<file path="src/rtl/xfire_acc_dump_pkg.sv">
// Shared definitions for the xfire integrate-and-dump accumulator:
// width helpers and the per-dump disposition of a finished block.
package xfire_acc_dump_pkg;

    // What happens to a block result on the cycle its last sample is accepted
    typedef enum logic [1:0] {
        DUMP_NONE = 2'd0,
        DUMP_LOAD = 2'd1,
        DUMP_DROP = 2'd2
    } dump_action_t;

    // Ceiling log2, used to size the sample counter from the maximum block length
    function automatic int clog2(input int value);
        int result;
        int rem;
        result = 0;
        rem = value - 1;
        while (rem > 0) begin
            result = result + 1;
            rem = rem >> 1;
        end
        return result;
    endfunction

    // Accumulator width: a full block of MAX_LEN extreme samples cannot overflow it
    function automatic int acc_width(input int din_w, input int max_len);
        return din_w + clog2(max_len);
    endfunction

endpackage

</file>
<file path="src/rtl/xfire_acc_dump_sat.sv">
// Arithmetic right shift of a block sum followed by signed saturation
// down to the output width; reports whether the value was clipped.
module xfire_acc_dump_sat #(
    parameter int ACC_W  = 20,
    parameter int DOUT_W = 16,
    parameter int SHIFT  = 0
) (
    input  logic signed [ACC_W-1:0]  sum,
    output logic signed [DOUT_W-1:0] value,
    output logic                     clipped
);

    // Output range limits expressed at accumulator width so the compare is exact
    localparam logic signed [ACC_W-1:0] MAX_V = {{(ACC_W-DOUT_W+1){1'b0}}, {(DOUT_W-1){1'b1}}};
    localparam logic signed [ACC_W-1:0] MIN_V = {{(ACC_W-DOUT_W+1){1'b1}}, {(DOUT_W-1){1'b0}}};

    logic signed [ACC_W-1:0] shifted;

    assign shifted = sum >>> SHIFT;

    // Clip to the largest/smallest representable output, otherwise truncate losslessly
    always_comb begin
        value   = shifted[DOUT_W-1:0];
        clipped = 1'b0;
        if (shifted > MAX_V) begin
            value   = {1'b0, {(DOUT_W-1){1'b1}}};
            clipped = 1'b1;
        end else if (shifted < MIN_V) begin
            value   = {1'b1, {(DOUT_W-1){1'b0}}};
            clipped = 1'b1;
        end
    end

endmodule

</file>
<file path="src/rtl/xfire_acc_dump.sv">
// Multi-channel integrate-and-dump accumulator. Sums len+1 accepted
// samples per channel, shifts and saturates the sum, and offers it on a
// one-entry valid/ready register with a sticky overflow flag for drops.
module xfire_acc_dump
    import xfire_acc_dump_pkg::*;
#(
    parameter int NCH     = 4,
    parameter int DIN_W   = 12,
    parameter int DOUT_W  = 16,
    parameter int MAX_LEN = 256,
    parameter int SHIFT   = 0,
    localparam int CNT_W  = clog2(MAX_LEN)
) (
    input  logic                    clk,
    input  logic                    srst,
    input  logic                    enable,
    input  logic                    din_valid,
    input  logic [NCH*DIN_W-1:0]    din,
    input  logic [CNT_W-1:0]        len,
    output logic                    dout_valid,
    input  logic                    dout_ready,
    output logic [NCH*DOUT_W-1:0]   dout,
    output logic [NCH-1:0]          sat,
    output logic                    ovf
);

    localparam int ACC_W = acc_width(DIN_W, MAX_LEN);

    logic               acc_ok;
    logic               last;
    logic [CNT_W-1:0]   cnt;
    logic [CNT_W-1:0]   len_q;
    logic [CNT_W-1:0]   blk_len;
    dump_action_t       action;

    assign acc_ok = enable & din_valid;

    // On the first sample of a block the live len applies, since len_q only updates at that edge
    assign blk_len = (cnt == '0) ? len : len_q;
    assign last    = acc_ok && (cnt == blk_len);

    // Decide whether a finishing block loads the output register or is lost
    always_comb begin
        action = DUMP_NONE;
        if (last) begin
            if (!dout_valid || dout_ready) begin
                action = DUMP_LOAD;
            end else begin
                action = DUMP_DROP;
            end
        end
    end

    // Sample counter and block-length capture
    always_ff @(posedge clk) begin
        if (srst) begin
            cnt   <= '0;
            len_q <= len;
        end else if (acc_ok) begin
            if (cnt == '0) begin
                len_q <= len;
            end
            if (last) begin
                cnt <= '0;
            end else begin
                cnt <= cnt + CNT_W'(1);
            end
        end
    end

    // Output valid and sticky overflow; enable does not gate the output side
    always_ff @(posedge clk) begin
        if (srst) begin
            dout_valid <= 1'b0;
            ovf        <= 1'b0;
        end else begin
            case (action)
                DUMP_LOAD: dout_valid <= 1'b1;
                DUMP_DROP: ovf        <= 1'b1;
                default: begin
                    if (dout_valid && dout_ready) begin
                        dout_valid <= 1'b0;
                    end
                end
            endcase
        end
    end

    for (genvar i = 0; i < NCH; i++) begin : g_ch
        logic signed [DIN_W-1:0]  sample;
        logic signed [ACC_W-1:0]  sample_ext;
        logic signed [ACC_W-1:0]  acc;
        logic signed [ACC_W-1:0]  sum;
        logic signed [DOUT_W-1:0] res;
        logic                     res_clip;
        logic signed [DOUT_W-1:0] dout_q;
        logic                     sat_q;

        assign sample     = din[i*DIN_W +: DIN_W];
        assign sample_ext = {{(ACC_W-DIN_W){sample[DIN_W-1]}}, sample};
        assign sum        = acc + sample_ext;

        // Running sum; cleared on the dump so the next block starts from zero with no gap
        always_ff @(posedge clk) begin
            if (srst) begin
                acc <= '0;
            end else if (acc_ok) begin
                if (last) begin
                    acc <= '0;
                end else begin
                    acc <= sum;
                end
            end
        end

        xfire_acc_dump_sat #(
            .ACC_W  (ACC_W),
            .DOUT_W (DOUT_W),
            .SHIFT  (SHIFT)
        ) u_sat (
            .sum     (sum),
            .value   (res),
            .clipped (res_clip)
        );

        // Holding register: only a loading dump changes it, so it stays stable while stalled
        always_ff @(posedge clk) begin
            if (srst) begin
                dout_q <= '0;
                sat_q  <= 1'b0;
            end else if (action == DUMP_LOAD) begin
                dout_q <= res;
                sat_q  <= res_clip;
            end
        end

        assign dout[i*DOUT_W +: DOUT_W] = dout_q;
        assign sat[i]                   = sat_q;
    end

endmodule

</file>
<file path="config.mk">
export PLATFORM = sky130hd
export DESIGN_NAME = xfire_acc_dump
export DESIGN_NICKNAME = d
export VERILOG_FILES = /design/src/rtl/xfire_acc_dump_pkg.sv /design/src/rtl/xfire_acc_dump_sat.sv /design/src/rtl/xfire_acc_dump.sv
export SDC_FILE = /design/constraint.sdc
export NUM_CORES = 1
export LEC_CHECK = 0
export BUFFER_PORTS_ARGS = -buffer_cell sky130_fd_sc_hd__buf_2
export CORE_ASPECT_RATIO = 0.9
export CORE_MARGIN = 10
export CORE_UTILIZATION = 45
export DETAILED_ROUTE_END_ITERATION = 8
export SYNTH_ARGS = -nofsm -noshare
export SYNTH_HDL_FRONTEND = slang
export SYNTH_SLANG_ARGS = --single-unit
</file>
<file path="constraint.sdc">
create_clock -name clk -period 4.8 [get_ports clk]
set_clock_uncertainty 0.1 [all_clocks]
set_input_delay 0.96 -clock clk [delete_from_list [all_inputs] [get_ports clk]]
set_output_delay 0.96 -clock clk [all_outputs]
set_load 0.01 [all_outputs]
</file>
==> results.md <==
* Hold Violations, Final at 0
* Power Density at 329 mW/mm^2
* Area Growth Syn to Fin at 13.6%
* Sequential standard cell area at 0.00340 mm^2
* CTS root buf: clkbuf_16
* Critical-path maximum fanout at 11
* # DRC at 0
* Post-DRT Antenna Nets at 0
* Number of flops mapped to enable cells by yosys at 8
* Initial antenna violation count at 1
* Synth Flop Type: dfxtp_1
* Fill count at 2,097
* Start of the worst register-to-register path: cnt[0]
* Util after Layout at 52.4%
* Die Width at 177 um
* Area of the core at 0.0218 mm^2
* Largest net degree at the start of global routing at 78
* Syn avg cell area at 9.23 um^2
* Tightest Pin Transition at 0.946 ns
* Synth warn at 0
* Site row count at 51
* WL per Instance at 17.4 um
* Drt initial violations at 446
* Syn nets at 1,230
* PortBufs at 130
* GP Congestion at 0.836
* Layout cell share with drive strength beyond 1 at 20.9%
* Placed Instances at 1,469
* Via-per-instance ratio at 5.51
* Worst Hold Class: reg -> reg
* Synth area leaders: dfxtp_1, ha_1, a22o_1, xnor2_1, a21oi_1
* Via count at 8,278
* Critical path capture point type: flop
* Detailed Routing Iterations Pass 1 at 5
* Clock Sink Count at 166
* Htree depth at 4
* Max IR drop VDD at 0.194 mV
* Unrepaired setup endpoints after global routing: no
* Hold path start: g_ch[0].acc[18]
* Post-synth top area cell: dfxtp_1
* Status: complete, no violations
* Final period util at 82.1%
* Synth cell types at 90
* Crit path from: din[24]
* Clk_lat worst skew at 0.44 ns
* # hold bufs at CTS at 0
* Max_cap viols at 0
* Multi-input gate area at 0.00618 mm^2
* Post-Layout Cell Count at 1,502
* Die ar. at 0.0287 mm^2
* Kind of start point of the critical path: primary input
* Worst relative slew slack at 37.0%
* Crit Path Category: in -> reg
* Synth Register Bits at 166
* Fmax at 254 MHz
* Mapped Cells at 1,087
* R2R Setup Slk at 0.98 ns
* Clk slew on worst S/H paths at 0.06 ns
* Minimum clock period at 3.94 ns
* WP data required at 5.00 ns
* Leak at 5.15 nW
* Final number of setup-violating endpoints at 0
* CTS tree: yes
* Post_cts resized at 0
* Ys async rst share at 0%
* Io pins at 131
* Initial core utilization at 46.1%
* DP HPWL at 18.7 mm
* Cell Area, Synth at 0.0100 mm^2
* Post-Route WL at 26.1 mm
* Total CTS buffers at 17
* WP data arrival at 4.14 ns
* Worst-case clock buffer depth at 2
* Aggregate global-route resource usage at 18.0%
* Fin nets at 1,340
* First-pass GRT wire length at 42.6 mm
* TNS Setup at 0 ns
* Synth cell count leaders: dfxtp_1, nand2_1, nor2_1
* Top-count cell post-synth: dfxtp_1
* Seq/Total Area, Yosys at 33.9%
* Die height at 162 um
* Share of the synthesized area in the top cell type at 31.5%
* Setup bufs post-CTS at 0
* Overflow after GRT at 0
* Max-slew violation count at 0
* Vias in the first global route at 8,402
-- flip-flops by register name, summed over array words and instances (netlist names) --
name         count
g_ch.dout_q     64
dout_valid       1
g_ch.sat_q       4
cnt              8
g_ch.acc        80
ovf              1
len_q            8
-- final timing paths --
kind,cells after the start,endpoint
max,15,g_ch[2].dout_q[3]
min,2,g_ch[0].acc[18]
max reg2reg,13,g_ch[0].acc[19]
min reg2reg,2,g_ch[0].acc[18]
-- per-stage QoR --
stage | instance area, um^2 | setup slack, ns | hold WS (ns) | total power, mW
2_1_floorplan | 10000 | 0.999 | 0.329 | 2.23
3_3_place_gp | 10800 | 0.568 | 0.341 | 2.43
3_5_place_dp | 10800 | 0.453 | 0.350 | 2.43
4_1_cts | 11400 | 0.898 | 0.365 | 3.79
5_1_grt | 11400 | 0.643 | 0.385 | 3.96
6_report | 11400 | 0.860 | 0.365 | 3.76
-- cells in the final DEF (no fill, tap or decap), types with 4 or more instances in the layout --
master and count:
buf_4 9, clkbuf_16 17, clkinvlp_4 5, nor2_1 83, nor2b_1 13, nand3_1 12, o31ai_1 5, nand2_1 87
mux2i_1 8, buf_2 130, a21oi_2 24, a21o_1 20, nand2b_1 14, o21bai_1 52, a21oi_1 79, mux2_2 8
and3_1 4, ha_1 78, a22o_1 69, fa_1 4, a211o_1 4, xnor2_1 53, o21a_1 13, a211oi_1 15
dfxtp_1 158, inv_1 43, o21ai_1 6, and2_1 5, o22ai_1 8, nand4_1 7, edfxtp_1 8, o21ai_0 30
xor2_1 15, o31a_1 4, nor3_1 16, a211oi_2 13
-- kinds of logic after synthesis --
group	Yosys count	synth area share (%)
AO/OA/AOI/OAI	389	29.9
XOR/XNOR	68	5.93
adder cells (fa/ha/maj)	82	10.5
buffers and inverters	91	4.65
flip-flops	166	33.9
multiplexers	17	1.81
AND/OR/NAND/NOR	274	13.3
-- cell type report --
type	count	area share, %
Timing Repair Buffer	139	6.30
Multi-Input combinational cell	830	54.2
Inverter	43	1.42
Clock buffer	20	3.92
Antenna cell	1	0.0220
Clock inverter	12	1.06
Tap cell	291	3.19
Sequential cell	166	29.9
-- worst max-delay path, stage by stage --
cell and delay (ns):
buf_2 0.08, ha_1 0.20, inv_1 0.07, fa_1 0.42
nor2b_1 0.24, o31ai_2 0.10, a211oi_2 0.30, o31ai_2 0.12
a21oi_1 0.28, nor3_1 0.10, a311oi_2 0.40, a31o_1 0.24
and3b_1 0.26, buf_4 0.26, a211oi_1 0.10
-- power breakdown --
part           internal [mW]  switching [mW]
sequential              1.45          0.0369
combinational          0.370           0.548
clock                  0.737           0.613
-- per-layer routing --
metal / wire, um / part of all wire [%] / up-vias / GRT usage (%)
met5: 0 / 0 / - / 0
met4: 378 / 1.4 / 0 / 5.19
met3: 941 / 3.6 / 26 / 3.66
met2: 11700 / 45 / 124 / 28.5
met1: 13100 / 50 / 3926 / 24.2
li1: - / - / 4202 / -
Note: power is estimated with default switching activity, not from simulation.
